===== config.mk =====
export PLATFORM = sky130hd
export DESIGN_NAME = ip_hdr_gen
export DESIGN_NICKNAME = d
export VERILOG_FILES = /design/src/rtl/ip_hdr_gen.sv
export SDC_FILE = /design/constraint.sdc
export NUM_CORES = 1
export LEC_CHECK = 0
export CORE_MARGIN = 10
export CORE_UTILIZATION = 55
export DETAILED_ROUTE_END_ITERATION = 10
export GPL_TIMING_DRIVEN = 1
export PLACE_DENSITY = 0.95
export SLEW_MARGIN = 20
export SYNTH_ARGS = -nofsm -noshare
export SYNTH_HDL_FRONTEND = slang
export SYNTH_SLANG_ARGS = --single-unit

===== constraint.sdc =====
create_clock -name clk -period 5.21 [get_ports clk]
set_clock_uncertainty 0.05 [all_clocks]
set_input_delay 1.042 -clock clk [delete_from_list [all_inputs] [get_ports clk]]
set_output_delay 1.042 -clock clk [all_outputs]
set_load 0.01 [all_outputs]

===== src/rtl/ip_hdr_gen.sv =====
// IPv4 header generator: latches a request, checksums the 20-byte header and streams it MSB-first.
// Optional IP_HDR_ID_INC_EN: incrementing identification counter (otherwise id field is zero).
module ip_hdr_gen #(
  parameter int          DATA_W  = 64,
  parameter logic [15:0] ID_INIT = 16'h0000
) (
  input  logic                clk,
  input  logic                rst,
  input  logic                req_valid,
  output logic                req_ready,
  input  logic [15:0]         req_frame_len,
  input  logic [7:0]          req_tos,
  input  logic [7:0]          req_ttl,
  input  logic [7:0]          req_protocol,
  input  logic [31:0]         req_saddr,
  input  logic [31:0]         req_daddr,
  output logic                out_valid,
  input  logic                out_ready,
  output logic [DATA_W-1:0]   out_data,
  output logic [DATA_W/8-1:0] out_keep,
  output logic                out_last,
  output logic                err_len
);

  localparam int NB         = DATA_W / 8;
  localparam int BEATS      = (160 + DATA_W - 1) / DATA_W;
  localparam int LAST_BYTES = 20 - (BEATS - 1) * NB;
  localparam int PAD_W      = BEATS * DATA_W;
  localparam logic [2:0]    LAST_BEAT = 3'(BEATS - 1);
  localparam logic [NB-1:0] LAST_KEEP = ~({NB{1'b1}} >> LAST_BYTES);

  localparam logic [1:0] S_IDLE = 2'd0;
  localparam logic [1:0] S_SUM  = 2'd1;
  localparam logic [1:0] S_FOLD = 2'd2;
  localparam logic [1:0] S_EMIT = 2'd3;

  logic [1:0]       state;
  logic [159:0]     hdr;
  logic [19:0]      sum;
  logic [19:0]      sum_c;
  logic [16:0]      fold1;
  logic [15:0]      fold2;
  logic [2:0]       beat;
  logic             short_q;
  logic             accept;
  logic             last_xfer;
  logic [15:0]      id_val;
  logic [PAD_W-1:0] pad;

  assign req_ready = (state == S_IDLE) && !rst;
  assign accept    = req_valid && req_ready;
  assign out_valid = (state == S_EMIT) && !rst;
  assign last_xfer = out_valid && out_ready && (beat == LAST_BEAT);

`ifdef IP_HDR_ID_INC_EN
  logic [15:0] id_cnt;

  always_ff @(posedge clk) begin
    if (rst)
      id_cnt <= ID_INIT;
    else if (last_xfer)
      id_cnt <= id_cnt + 16'd1;
  end

  assign id_val = id_cnt;
`else
  // id field fixed at zero; ID_INIT only seeds the counter build
  assign id_val = ID_INIT & 16'h0000;
`endif

  // check field (word 5) is still zero in hdr while summing
  always_comb begin
    sum_c = '0;
    for (int unsigned i = 0; i < 10; i++)
      sum_c = sum_c + 20'(hdr[159 - 16*i -: 16]);
  end

  assign fold1 = {1'b0, sum[15:0]} + {13'b0, sum[19:16]};
  assign fold2 = fold1[15:0] + {15'b0, fold1[16]};

  always_ff @(posedge clk) begin
    if (rst) begin
      state   <= S_IDLE;
      hdr     <= '0;
      sum     <= '0;
      beat    <= '0;
      short_q <= 1'b0;
      err_len <= 1'b0;
    end else begin
      err_len <= 1'b0;
      case (state)
        S_IDLE: if (accept) begin
          hdr     <= {4'h4, 4'h5, req_tos, req_frame_len - 16'd18, id_val, 16'h0000,
                      req_ttl, req_protocol, 16'h0000, req_saddr, req_daddr};
          short_q <= (req_frame_len < 16'd38);
          err_len <= (req_frame_len < 16'd38);
          state   <= S_SUM;
        end
        S_SUM: begin
          sum   <= sum_c;
          state <= short_q ? S_IDLE : S_FOLD;
        end
        S_FOLD: begin
          hdr[79:64] <= ~fold2;
          beat       <= '0;
          state      <= S_EMIT;
        end
        default: if (out_ready) begin
          if (beat == LAST_BEAT)
            state <= S_IDLE;
          else
            beat <= beat + 3'd1;
        end
      endcase
    end
  end

  // header left-aligned in a whole number of beats, tail zero-padded
  always_comb begin
    pad = '0;
    pad[PAD_W-1 -: 160] = hdr;
  end

  assign out_data = out_valid ? pad[(BEATS - 1 - int'(beat)) * DATA_W +: DATA_W] : '0;
  assign out_last = out_valid && (beat == LAST_BEAT);
  assign out_keep = !out_valid ? '0 : (out_last ? LAST_KEEP : '1);

endmodule

Word-level counts from Yosys, hierarchy flattened
Index checks and enable logic that the tools add are counted.

cells by class
  $add $sub $neg = 12
  magnitude comparators = 1
  eq/ne operators = 6
  shift-type cells = 1
  multiplexer cells = 13
  bitwise operators = 4
  reductions and logical operators = 16

operators with widths
  cell                   number
  $shiftx 192x10->64     1
  $mux 80                1
  $mux 64                1
  $add 20x16->20         3
  $pmux 16 s2            1
  $add 19x16->20         1
  $add 18x16->19         1
  $add 17x16->18         1
  $add 15x16->17         1
  $add 16x4->17          1
  $add 16x1->16          1
  $lt 16x6->1 const B    1
  $not 16->16            1
  $sub 16x5->16 const B  1
  $mux 2                 4
  $mux 8                 1
  $reduce_bool 4->1      2
  $mux 3                 2
  $pmux 2 s3             1
  $pmux 3 s2             1
  $reduce_and 3->1       2
  $eq 2x2->1 const B     2
  $logic_and 1x1->1      4
  $mux 4                 1
  other kinds (13)       17

word-level totals
  bits in registers = 148
  input port bits = 108
  output and inout bits = 76
  logic and storage cells = 60

Depth between registers and ports, before layout
  depth after elaboration = 7
  depth in mapped cells = 18
  mapped depth without buffers = 18

Worst setup path after synthesis
No wires, ideal clock.

  path kind = reg-to-reg
  start = register hdr[2]
  end = register sum[18]
  library setup time = 115 ps
  data arrival time = 4203 ps
  required time = 5045 ps
  path slack = 842 ps
  stages on the path, launching flop included = 19
  buffers on the path = 0
  period minus slack after synthesis = 4368 ps
  cell sequence = dfxtp_1 -> inv_1 -> fa_1 -> inv_1 -> fa_1 -> fa_1 -> inv_1 -> fa_1 -> inv_1 -> ha_1 -> inv_1 -> fa_1 -> nor2b_1 -> o31ai_1 -> a21oi_1 -> a21oi_1 -> a21oi_1 -> a21oi_1 -> a2111oi_0

between the ends
  cells in the longest elaborated chain, start to end = 1

RTL lines
  element                   line  source
  start: declaration        38    logic [159:0] hdr;
  start signal: assignment  93    hdr <= {4'h4, 4'h5, req_tos, req_frame_len - 16'd18, id_val, 16'h0000,
  $add 20x16->20            75    sum_c = sum_c + 20'(hdr[159 - 16*i -: 16]);
  end signal: assignment    100   sum <= sum_c;
  end: declaration          39    logic [19:0] sum;

Every way passes these cells.
A chain may end at the register's enable or synchronous reset.

Worst setup path after layout
Ends and elaborated chain as after synthesis.

==> flow_metrics.py <==
metrics = {
    "floorplan": {
        "initial_utilization": 0.5651,
        "core-area_um2": 18890,
        "die_x_um": 159.3,
        "die_y_um": 159.3,
        "dieArea_um2": 25380,
        "pin_count": 184,
        "rows": 50,
    },
    "drt": {
        "dr_total_vias": 9927,
        "drt_wl_total_mm": 34.17,
        "ant_nets": 0,
        "drt_iter0_drc": 1055,
        "vias_per_cell": 5.815,
        "wire_per_inst_um": 20.02,
        "drc": 0,
        "firstDrtPassIters": 6,
    },
    "global_routing": {
        "use_met3": 0.05939,
        "grt_start_max_net_pins": 89,
        "grtUsageMet1": 0.3399,
        "met2_usage": 0.4227,
        "grt_pass1_vias": 10010,
        "grt_pass1_wl_mm": 54.68,
        "overflow": 0,
        "antenna_found_initial": 1,
        "grtUsageTotal": 0.2662,
        "grt-busiest-layer": "met2",
    },
    "clock_network": {
        "post-cts-setup-buffer-count": 0,
        "clock_sinks": 147,
        "htree_num_levels": 4,
        "cts_root_buffer": "clkbuf_16",
        "path_clk_slew_ps": 60,
        "numCtsBuffers": 17,
        "cts_tree": "yes",
        "clock_path_buffers": 2,
        "insertion_delay_ps": 440,
        "cts_hold_buf": 0,
    },
    "yosys": {
        "syn_inst": 1296,
        "synthFlopType": "dfxtp_1",
        "yosysSeqAreaShare": 0.2756,
        "synth_edf_count": 0,
        "syn_area_um2": 10680,
        "synth_top_area_share": 0.2756,
        "synth_nets": 1531,
        "synth.most_common_cell": "inv_1",
        "async_flop_share": 0,
        "yosys_warnings": 0,
        "yosys-top-cells-area": "dfxtp_1 28%, fa_1 17%, inv_1 7.6%, nand2_1 5.4%, o31ai_1 4.9%",
        "yosysUniqueCellTypes": 67,
        "syn_avg_cell_area_um2": 8.238,
        "synth_common_cells": "217 x inv_1, 153 x nand2_1, 147 x dfxtp_1, 109 x nor2_1, 91 x fa_1",
        "synth_area_leader_cell": "dfxtp_1",
        "synth-seq-cells": 147,
    },
    "worst_setup_path": {
        "crit_fanout": 3,
        "path_class": "flip-flop to flip-flop",
        "r2r-start": "hdr[2]$_SDFFE_PP0P_",
        "endpoint_kind": "flip-flop",
        "crit_chain": "inv_1, fa_1, inv_1, fa_1, fa_1, inv_1, fa_1, inv_1, ha_1, inv_1, fa_1, nor2b_1, o31ai_1, a21oi_1, a21oi_1, a21oi_1, a21oi_1, a2111oi_1",
        "critPathLaunch": "hdr[2]$_SDFFE_PP0P_",
        "arrival_ps": 5160,
        "worstSetupStartpointType": "flip-flop",
        "reg2reg_depth": 18,
        "path_depth": 18,
        "crit_buf_inv": 5,
        "rrSetupSlack_ps": 330,
        "critical-path-top-delay-family": "adder cells",
        "endpoint": "sum[18]$_SDFFE_PP0P_",
        "cpMaxStageDelayCell": "fa_1",
        "cp.required_ps": 5480,
        "r2r_end": "sum[18]$_SDFFE_PP0P_",
        "crit_path_max_incr_delay_ps": 570,
    },
    "finish": {
        "final_cells": 1707,
        "nNetsFinal": 1668,
        "layout-drive-gt1-share": 0.04633,
        "fin_area_um2": 13210,
        "nFillCells": 1300,
        "syn_to_final_growth_pct": 23.77,
    },
    "sta": {
        "fin_setup_tns_ps": 0,
        "hold_viol": 0,
        "slew-limit-headroom": 0.3734,
        "rsz0062_at_grt": "no",
        "setup_viol": 0,
        "slew_violations": 0,
        "max_slew.worst_pin.slew_ps": 939.9,
        "fin_ws_ps": 326.0,
        "period_share": 0.9374,
        "fmax_mhz": 204.8,
        "finalCriticalPeriod_ps": 4884,
    },
    "job": {
        "maxCapViolCount": 0,
    },
    "placement": {
        "place_area_um2": 12620,
        "io_buffers": 183,
        "pre_cts_slack_ps": 417.4,
        "dp_hpwl_mm": 25.15,
        "routabilityCongestion": 0.9291,
        "dpl.cell_count": 1674,
    },
    "power_and_ir_drop": {
        "vdd_ir_drop_max_v": 0.0003187,
        "powerDensity_nw_per_um2": 379.1,
        "finalPower_w": 0.005010,
        "p_leak_nw": 5.605,
    },
    "hold_path": {
        "hold_path.class": "flip-flop to flip-flop",
    },
    "outcome": {
        "status": "finished, final reports clean",
    },
}
[state kept, by name (all words and copies together) (netlist names)]
register  count
state         2
sum          19
err_len       1
beat          3
short_q       1
hdr         121
[placed cells by master (no fill, tap or decap), types with 4 or more instances in the layout]
master / netlist / routed
clkdlybuf4s50_1: 0 / 182
fa_1: 91 / 91
nor2_1: 109 / 108
inv_1: 217 / 217
a21oi_1: 55 / 55
dfxtp_1: 147 / 146
clkbuf_16: 0 / 17
nor2b_1: 8 / 8
a21o_1: 7 / 7
nand2b_1: 17 / 17
nor4_1: 29 / 29
nand3b_1: 34 / 34
nand4_1: 7 / 7
a31oi_1: 13 / 13
nor3_1: 16 / 16
a22oi_1: 4 / 4
inv_6: 0 / 6
xnor2_1: 31 / 31
and3_1: 4 / 4
xor2_1: 11 / 11
nand3_1: 10 / 10
buf_4: 9 / 16
o31ai_1: 69 / 69
a211o_1: 4 / 4
a22o_1: 5 / 5
o22ai_1: 6 / 6
o21ai_1: 9 / 9
mux2i_1: 36 / 36
ha_1: 36 / 35
a211oi_1: 8 / 8
o21ai_0: 20 / 20
and2_1: 12 / 12
nand2_1: 153 / 152
[routing by layer]
metal  share of wire  up-vias  wire [um]
li1                -     4519          -
met1            0.40     4745      13700
met2            0.47      568      15930
met5               0        -          0
met4           0.039        0       1332
met3           0.094       95       3201
[layout make-up]
| class | instances | area [um^2] | share of cell area |
|---|---|---|---|
| well taps | 260 | 325.3 | 0.02462 |
| repair buffers | 199 | 1962 | 0.1485 |
| inverters | 218 | 818.3 | 0.06193 |
| clock inverters | 15 | 168.9 | 0.01278 |
| multi-input cells | 850 | 6568 | 0.4970 |
| clock buffers | 17 | 425.4 | 0.03219 |
| flip-flops and latches | 147 | 2944 | 0.2228 |
| diodes | 1 | 2.502 | 0.0001894 |
[cell families after synthesis]
| group | count (synthesis) | synth area share |
|---|---|---|
| DFF | 147 | 0.2756 |
| muxes | 36 | 0.03375 |
| buffers and inverters | 299 | 0.1105 |
| xor gates and xnor gates | 42 | 0.03445 |
| and+or+nand+nor | 417 | 0.1883 |
| AOI/OAI and AO/OA | 228 | 0.1445 |
| adders and majority gates | 127 | 0.2128 |
[tightest hold or removal path, cell delays in order, from the launching register on]
cell and delay [ps]:
dfxtp_1 310, nand2_1 50, a21oi_1 50
[through the flow]
stage	hold slack [ps]	utilization
2_1_floorplan	381.6	-
3_3_place_gp	398.9	0.6677
3_5_place_dp	407.9	0.6677
4_1_cts	416.6	0.6992
5_1_grt	438.0	0.6994
6_report	413.2	0.6994
[worst min path at each step]
stage	startpoint	end	slack (ps)	cells after the start
floorplan	hdr[75]$_SDFFE_PP0P_	hdr[75]$_SDFFE_PP0P_	380	2
global placement	short_q$_SDFFE_PP0P_	short_q$_SDFFE_PP0P_	400	2
detailed placement	short_q$_SDFFE_PP0P_	short_q$_SDFFE_PP0P_	410	2
CTS	short_q$_SDFFE_PP0P_	short_q$_SDFFE_PP0P_	420	2
global route	short_q$_SDFFE_PP0P_	short_q$_SDFFE_PP0P_	440	2
finish	short_q$_SDFFE_PP0P_	short_q$_SDFFE_PP0P_	410	2
[timing repair]
action	CTS	global route
gates resized for setup	0	1
endpoints found under the setup margin	0	1
hold endpoints to repair	0	0
[power breakdown]
group          total (W)  internal [W]  leakage (nW)  switching (W)
clock network    0.00126      0.000717         0.284       0.000545
registers        0.00141       0.00126          1.21       0.000154
logic            0.00234      0.000963          4.11        0.00137
(Power assumes the default switching activity.)
